<file path="config.mk">
export PLATFORM = sky130hd
export DESIGN_NAME = disp_sched
export DESIGN_NICKNAME = d
export VERILOG_FILES = /design/src/rtl/disp_sched.sv
export SDC_FILE = /design/constraint.sdc
export NUM_CORES = 1
export LEC_CHECK = 0
export CAP_MARGIN = 20
export CORE_MARGIN = 4
export CORE_UTILIZATION = 46
export CTS_BUF_LIST = sky130_fd_sc_hd__clkbuf_2
export DETAILED_ROUTE_END_ITERATION = 6
export GPL_ROUTABILITY_DRIVEN = 0
export MAX_ROUTING_LAYER = met4
export PLACE_DENSITY = 0.89
export SYNTH_ARGS = -nofsm -noshare
export SYNTH_HDL_FRONTEND = slang
export SYNTH_SLANG_ARGS = --single-unit
</file>
<file path="constraint.sdc">
create_clock -name clk -period 2.3 [get_ports clk]
set_input_delay 0.345 -clock clk [delete_from_list [all_inputs] [get_ports clk]]
set_output_delay 0.345 -clock clk [all_outputs]
set_load 0.05 [all_outputs]
</file>
<file path="src/rtl/disp_sched.sv">
// disp_sched: round-robin scheduler sharing a 4-digit seven-segment display between two producers.
// Define DISP_SCHED_BLANK_EN to insert a blank gap of BLANK_CYCLES between consecutive values.

module disp_sched #(
    parameter int HOLD_W       = 26,
    parameter int HOLD_CYCLES  = 50000000,
    parameter int BLANK_CYCLES = 1000
) (
    input  logic        clk,
    input  logic        rst,
    input  logic [1:0]  req_valid,
    input  logic [15:0] req0_number,
    input  logic [15:0] req1_number,
    output logic [1:0]  req_ready,
    output logic        disp_en,
    output logic [15:0] disp_number,
    output logic        disp_src
);

    // state   | meaning
    // IDLE    | nothing shown, waiting for the first request
    // ARB     | one cycle: winner acknowledged, its value latched on exit
    // SHOW    | value on screen, hold counter running or expired
    // BLANK   | display dark between two values (DISP_SCHED_BLANK_EN only)
    typedef enum logic [1:0] {
        S_IDLE  = 2'd0,
        S_ARB   = 2'd1,
        S_SHOW  = 2'd2,
        S_BLANK = 2'd3
    } state_t;

    localparam logic [HOLD_W-1:0] HOLD_LOAD  = HOLD_W'(HOLD_CYCLES - 1);
`ifdef DISP_SCHED_BLANK_EN
    localparam logic [HOLD_W-1:0] BLANK_LOAD = HOLD_W'(BLANK_CYCLES - 1);
`endif

    if (HOLD_CYCLES < 1 || 64'(HOLD_CYCLES) > (64'd1 << HOLD_W)) begin : g_hold_chk
        $error("disp_sched: HOLD_CYCLES must be >= 1 and fit in HOLD_W");
    end
    if (BLANK_CYCLES < 1 || 64'(BLANK_CYCLES) > (64'd1 << HOLD_W)) begin : g_blank_chk
        $error("disp_sched: BLANK_CYCLES must be >= 1 and fit in HOLD_W");
    end

    state_t             r_state;
    state_t             w_state_nxt;
    logic [HOLD_W-1:0]  r_cnt;
    logic [HOLD_W-1:0]  w_cnt_nxt;
    logic [1:0]         r_ready;
    logic [1:0]         w_ready_nxt;
    logic               r_en;
    logic               w_en_nxt;
    logic [15:0]        r_number;
    logic [15:0]        w_number_nxt;
    logic               r_src;
    logic               w_src_nxt;
    logic               r_last_grant;
    logic               w_last_nxt;
    logic               w_any;
    logic               w_win;
    logic               w_cnt_zero;

    assign w_any      = |req_valid;
    assign w_cnt_zero = (r_cnt == '0);
    // Only a tie consults the round-robin pointer; a lone requester always wins.
    assign w_win      = (req_valid == 2'b11) ? ~r_last_grant : req_valid[1];

    always_ff @(posedge clk) begin
        if (rst) begin
            r_state <= S_IDLE;
        end else begin
            r_state <= w_state_nxt;
        end
    end

    always_comb begin
        w_state_nxt = r_state;
        case (r_state)
            S_IDLE: begin
                if (w_any) begin
                    w_state_nxt = S_ARB;
                end
            end
            S_ARB: begin
                w_state_nxt = (r_ready != 2'b00) ? S_SHOW : S_IDLE;
            end
            S_SHOW: begin
                if (w_cnt_zero && w_any) begin
`ifdef DISP_SCHED_BLANK_EN
                    w_state_nxt = S_BLANK;
`else
                    w_state_nxt = S_ARB;
`endif
                end
            end
`ifdef DISP_SCHED_BLANK_EN
            S_BLANK: begin
                if (w_cnt_zero) begin
                    w_state_nxt = S_ARB;
                end
            end
`endif
            default: begin
                w_state_nxt = S_IDLE;
            end
        endcase
    end

    // Registered outputs are computed one cycle ahead so they line up with the state they belong to.
    always_comb begin
        w_ready_nxt  = 2'b00;
        w_en_nxt     = (w_state_nxt == S_SHOW);
        w_number_nxt = r_number;
        w_src_nxt    = r_src;
        w_last_nxt   = r_last_grant;
        w_cnt_nxt    = r_cnt;

        if (w_state_nxt == S_ARB && w_any) begin
            w_ready_nxt = w_win ? 2'b10 : 2'b01;
        end

        case (r_state)
            S_ARB: begin
                if (r_ready != 2'b00) begin
                    w_number_nxt = r_ready[1] ? req1_number : req0_number;
                    w_src_nxt    = r_ready[1];
                    w_last_nxt   = r_ready[1];
                    w_cnt_nxt    = HOLD_LOAD;
                end
            end
            S_SHOW: begin
                if (!w_cnt_zero) begin
                    w_cnt_nxt = r_cnt - 1'b1;
                end
`ifdef DISP_SCHED_BLANK_EN
                else if (w_any) begin
                    w_cnt_nxt = BLANK_LOAD;
                end
`endif
            end
`ifdef DISP_SCHED_BLANK_EN
            S_BLANK: begin
                if (!w_cnt_zero) begin
                    w_cnt_nxt = r_cnt - 1'b1;
                end
            end
`endif
            default: begin
            end
        endcase
    end

    always_ff @(posedge clk) begin
        if (rst) begin
            r_ready      <= 2'b00;
            r_en         <= 1'b0;
            r_number     <= 16'h0000;
            r_src        <= 1'b0;
            r_last_grant <= 1'b1;
            r_cnt        <= '0;
        end else begin
            r_ready      <= w_ready_nxt;
            r_en         <= w_en_nxt;
            r_number     <= w_number_nxt;
            r_src        <= w_src_nxt;
            r_last_grant <= w_last_nxt;
            r_cnt        <= w_cnt_nxt;
        end
    end

    assign req_ready   = r_ready;
    assign disp_en     = r_en;
    assign disp_number = r_number;
    assign disp_src    = r_src;

endmodule

</file>
==> flow_summary.ini <==
[route]
firstDrtPassIters = 4
met3WireLength_um = 186
highest_layer = met4
vias = 2204
drt-vias-per-instance = 5.651
wire_per_inst_um = 15.49
met2_length_um = 3048
route.layer.met1.wl_um = 2708
drtIter0Drc = 144
post-route-drc-count = 0
postRouteWirelength_um = 6043
drtAntennaViolNets = 0

[logic_synthesis]
yosysSeqAreaShare_pct = 41.64
yosys_most_used_dff = dfxtp_1
synth-xor-area-share_pct = 1.487
synth-compound-area-share_pct = 23.53
mappedNetlistNets = 293
synth_edf_count = 0
yosys_register_bits = 49
synth_mux_area_share_pct = 7.276
yosys_warnings = 0
yosys.area.top_type = dfxtp_1
avgSynthCellArea_sq_um = 9.203
synth_top_family_by_area = compound AO/OA/AOI/OAI gates
synth_area_leaders = dfxtp_1 42%, a211oi_1 7.6%, mux2i_1 6.8%
synthSimpleGateAreaFrac_pct = 22.15
synth_adder_area_share_pct = 0.5311
ys_async_sr_fraction_pct = 0
ys_types = 50
syn-cell-area_sq_um = 2356
syn_inst = 256
synth_top_cell_area_share_pct = 41.64

[floorplanning]
die_area_sq_um = 6331
start_util_pct = 48.59
fp.dieW_um = 79.57
rows = 25
io_pins = 56
fp.dieH_um = 79.57
core-area_sq_um = 4848

[clocking]
cts_tree = yes
numCtsBuffers = 5
clkLatencyLatePin_ns = 0.44
holdBufCountCts = 0
cts-root-buf = clkbuf_2
cts_sinks = 49
h-tree-depth = 2
cts.clk_slew.worst_paths_ns = 0.25
clockBufferDepth = 2

[layout]
areaGrowthSynthToFinish_pct = 35.32
final_common_cell = clkdlybuf4s50_1
fin_nets = 359
post-route-util_pct = 65.75
antenna_cells = 0
final_cell_mix = 54 x clkdlybuf4s50_1, 45 x dfxtp_1, 30 x nor2_1
layout-drive-gt1-share_pct = 15.48
fin_area_sq_um = 3188

[placed_design]
placed_area_sq_um = 3075
port_buffers = 55
place_ws_ns = 0.03695
dp_hpwl_um = 4388

[timing]
worst_pin_slew_ns = 0.6123
finalHoldViolCount = 0
fin_crit_sh_pct = 96.68
timing.final.max_slew_violations = 0
maxClockFrequency_mhz = 449.7
setup_viol = 0
fin_skew_ns = 0.01535
relSlewSlack_pct = 58.81
layout_setup_ws_ns = 0.07629
finalCriticalPeriod_ns = 2.224

[global_routing]
first_global_vias = 2082
grt_pass1_wl_um = 9784
globalRouteOverflowTotal = 0
antenna_found_initial = 0
grt_use_total_pct = 19.83
grt_max_degree = 39

[power_and_ir_drop]
max-vdd-ir-drop_uv = 390.6
p_total_mw = 2.216
p_per_area_nw_per_um2 = 695.0
cellLeakagePower_nw = 1.103

[setup_path]
path_cells = or4_4, nor4_4, buf_4, buf_4, o211ai_4, or4_4, a21oi_1
end_kind = register
ff2ff_setup_slack_ns = 0.08
r2r-end = r_cnt[16]$_SDFFE_PP0P_
r2r-start = r_cnt[8]$_SDFFE_PP0P_
worstSetupPathType = reg2reg
setup.worst_path.start_class = register
cp.required_ns = 2.68
endpoint = r_cnt[16]$_SDFFE_PP0P_
cpMaxStageDelayCell = or4_4
crit_fanout = 7
critical_path_arrival_ns = 2.61
max_stage_delay_ns = 0.57
r2r_cells = 7
critical_path.startpoint = r_cnt[8]$_SDFFE_PP0P_

[run]
drv_cap = 0

[worst_hold_path]
hp-class = in2reg

[outcome]
status = complete, no violations
## synth_stat cells (2+ instances only)
cell / number
xor2_1: 2
a221oi_1: 2
or4_1: 8
a211oi_1: 24
nand3_1: 3
and3_1: 5
inv_1: 6
nor4b_1: 3
nor3_1: 4
or2_2: 2
a21oi_1: 9
o21ai_0: 6
o2111ai_1: 2
a311oi_1: 7
a31oi_1: 8
nand2b_1: 4
buf_1: 3
o31ai_1: 6
mux2i_1: 16
nor4_1: 5
xnor2_1: 2
nor2b_1: 4
nand2_1: 6
dfxtp_1: 49
or3_1: 6
nor2_1: 30
clkbuf_1: 11
## flip-flops by register name, summed over array words and instances, names as in the netlist
name,cells
req_ready,2
r_last_grant,1
r_cnt,26
disp_src,1
r_state,2
disp_en,1
disp_number,16
## cell type report
type / instances / area (sq um)
well taps: 67 / 83.83
inverters: 6 / 22.52
repair buffers: 74 / 715.7
clock buffers: 5 / 25.02
flip-flops and latches: 49 / 991.0
multi-input cells: 186 / 1328
clock inverters: 3 / 22.52
fillers: 379 / 1660
## kinds of logic (layout without fill, tap and decap cells)
group / count (synthesis) / in the layout
and+or+nand+nor: 89 / 89
DFF: 49 / 49
buffers and inverters: 21 / 88
muxes: 17 / 17
xor gates and xnor gates: 4 / 4
adders and majority gates: 1 / 1
AOI/OAI and AO/OA: 75 / 75
## where the power goes
| group | total, mW | internal [mW] | switching [mW] |
|---|---|---|---|
| Clock | 0.363 | 0.0778 | 0.285 |
| Combinational | 0.883 | 0.378 | 0.505 |
| Sequential | 0.970 | 0.917 | 0.0536 |
## critical path, delay by kind of cell, from the launching register on
kind                   cells  cell delay, ns
buffers and inverters      2            0.32
and+or+nand+nor            3            1.23
AOI/OAI and AO/OA          2            0.24
DFF                        1            0.38
## metal layers
metal  GRT usage (%)  up-vias
met4           6.186        0
met2           31.55       41
li1                -     1119
met3           4.402        8
met1           25.12     1036
met5               -        -
## metrics by stage
stage          TNS (ns)  hold slack (ns)  cells
6_report              0           0.4887    390
5_1_grt        -0.01418           0.4662    390
4_1_cts               0           0.4826    387
3_5_place_dp          0           0.4742    379
3_3_place_gp          0           0.4605    379
2_1_floorplan  -0.01024           0.4458    256
## how the worst min path moves through the flow
stage | from | endpoint | slack [ns] | depth (start not counted)
6_report | req_valid[0] | req_ready[0]$_SDFF_PP0_ | 0.49 | 2
5_1_grt | req_valid[0] | req_ready[0]$_SDFF_PP0_ | 0.47 | 2
4_1_cts | req_valid[0] | req_ready[0]$_SDFF_PP0_ | 0.48 | 2
3_3_place_gp | r_cnt[16]$_SDFFE_PP0P_ | r_cnt[16]$_SDFFE_PP0P_ | 0.46 | 2
2_1_floorplan | r_cnt[5]$_SDFFE_PP0P_ | r_cnt[5]$_SDFFE_PP0P_ | 0.45 | 1
3_5_place_dp | r_cnt[10]$_SDFFE_PP0P_ | r_cnt[10]$_SDFFE_PP0P_ | 0.47 | 2
## repair_timing
action / CTS / global route
endpoints found under the setup margin: 4 / 9
resized for setup: 3 / 12
pin swaps: 0 / 2
setup buffers: 0 / 3
No activity file was read; power rests on OpenSTA's default activity.
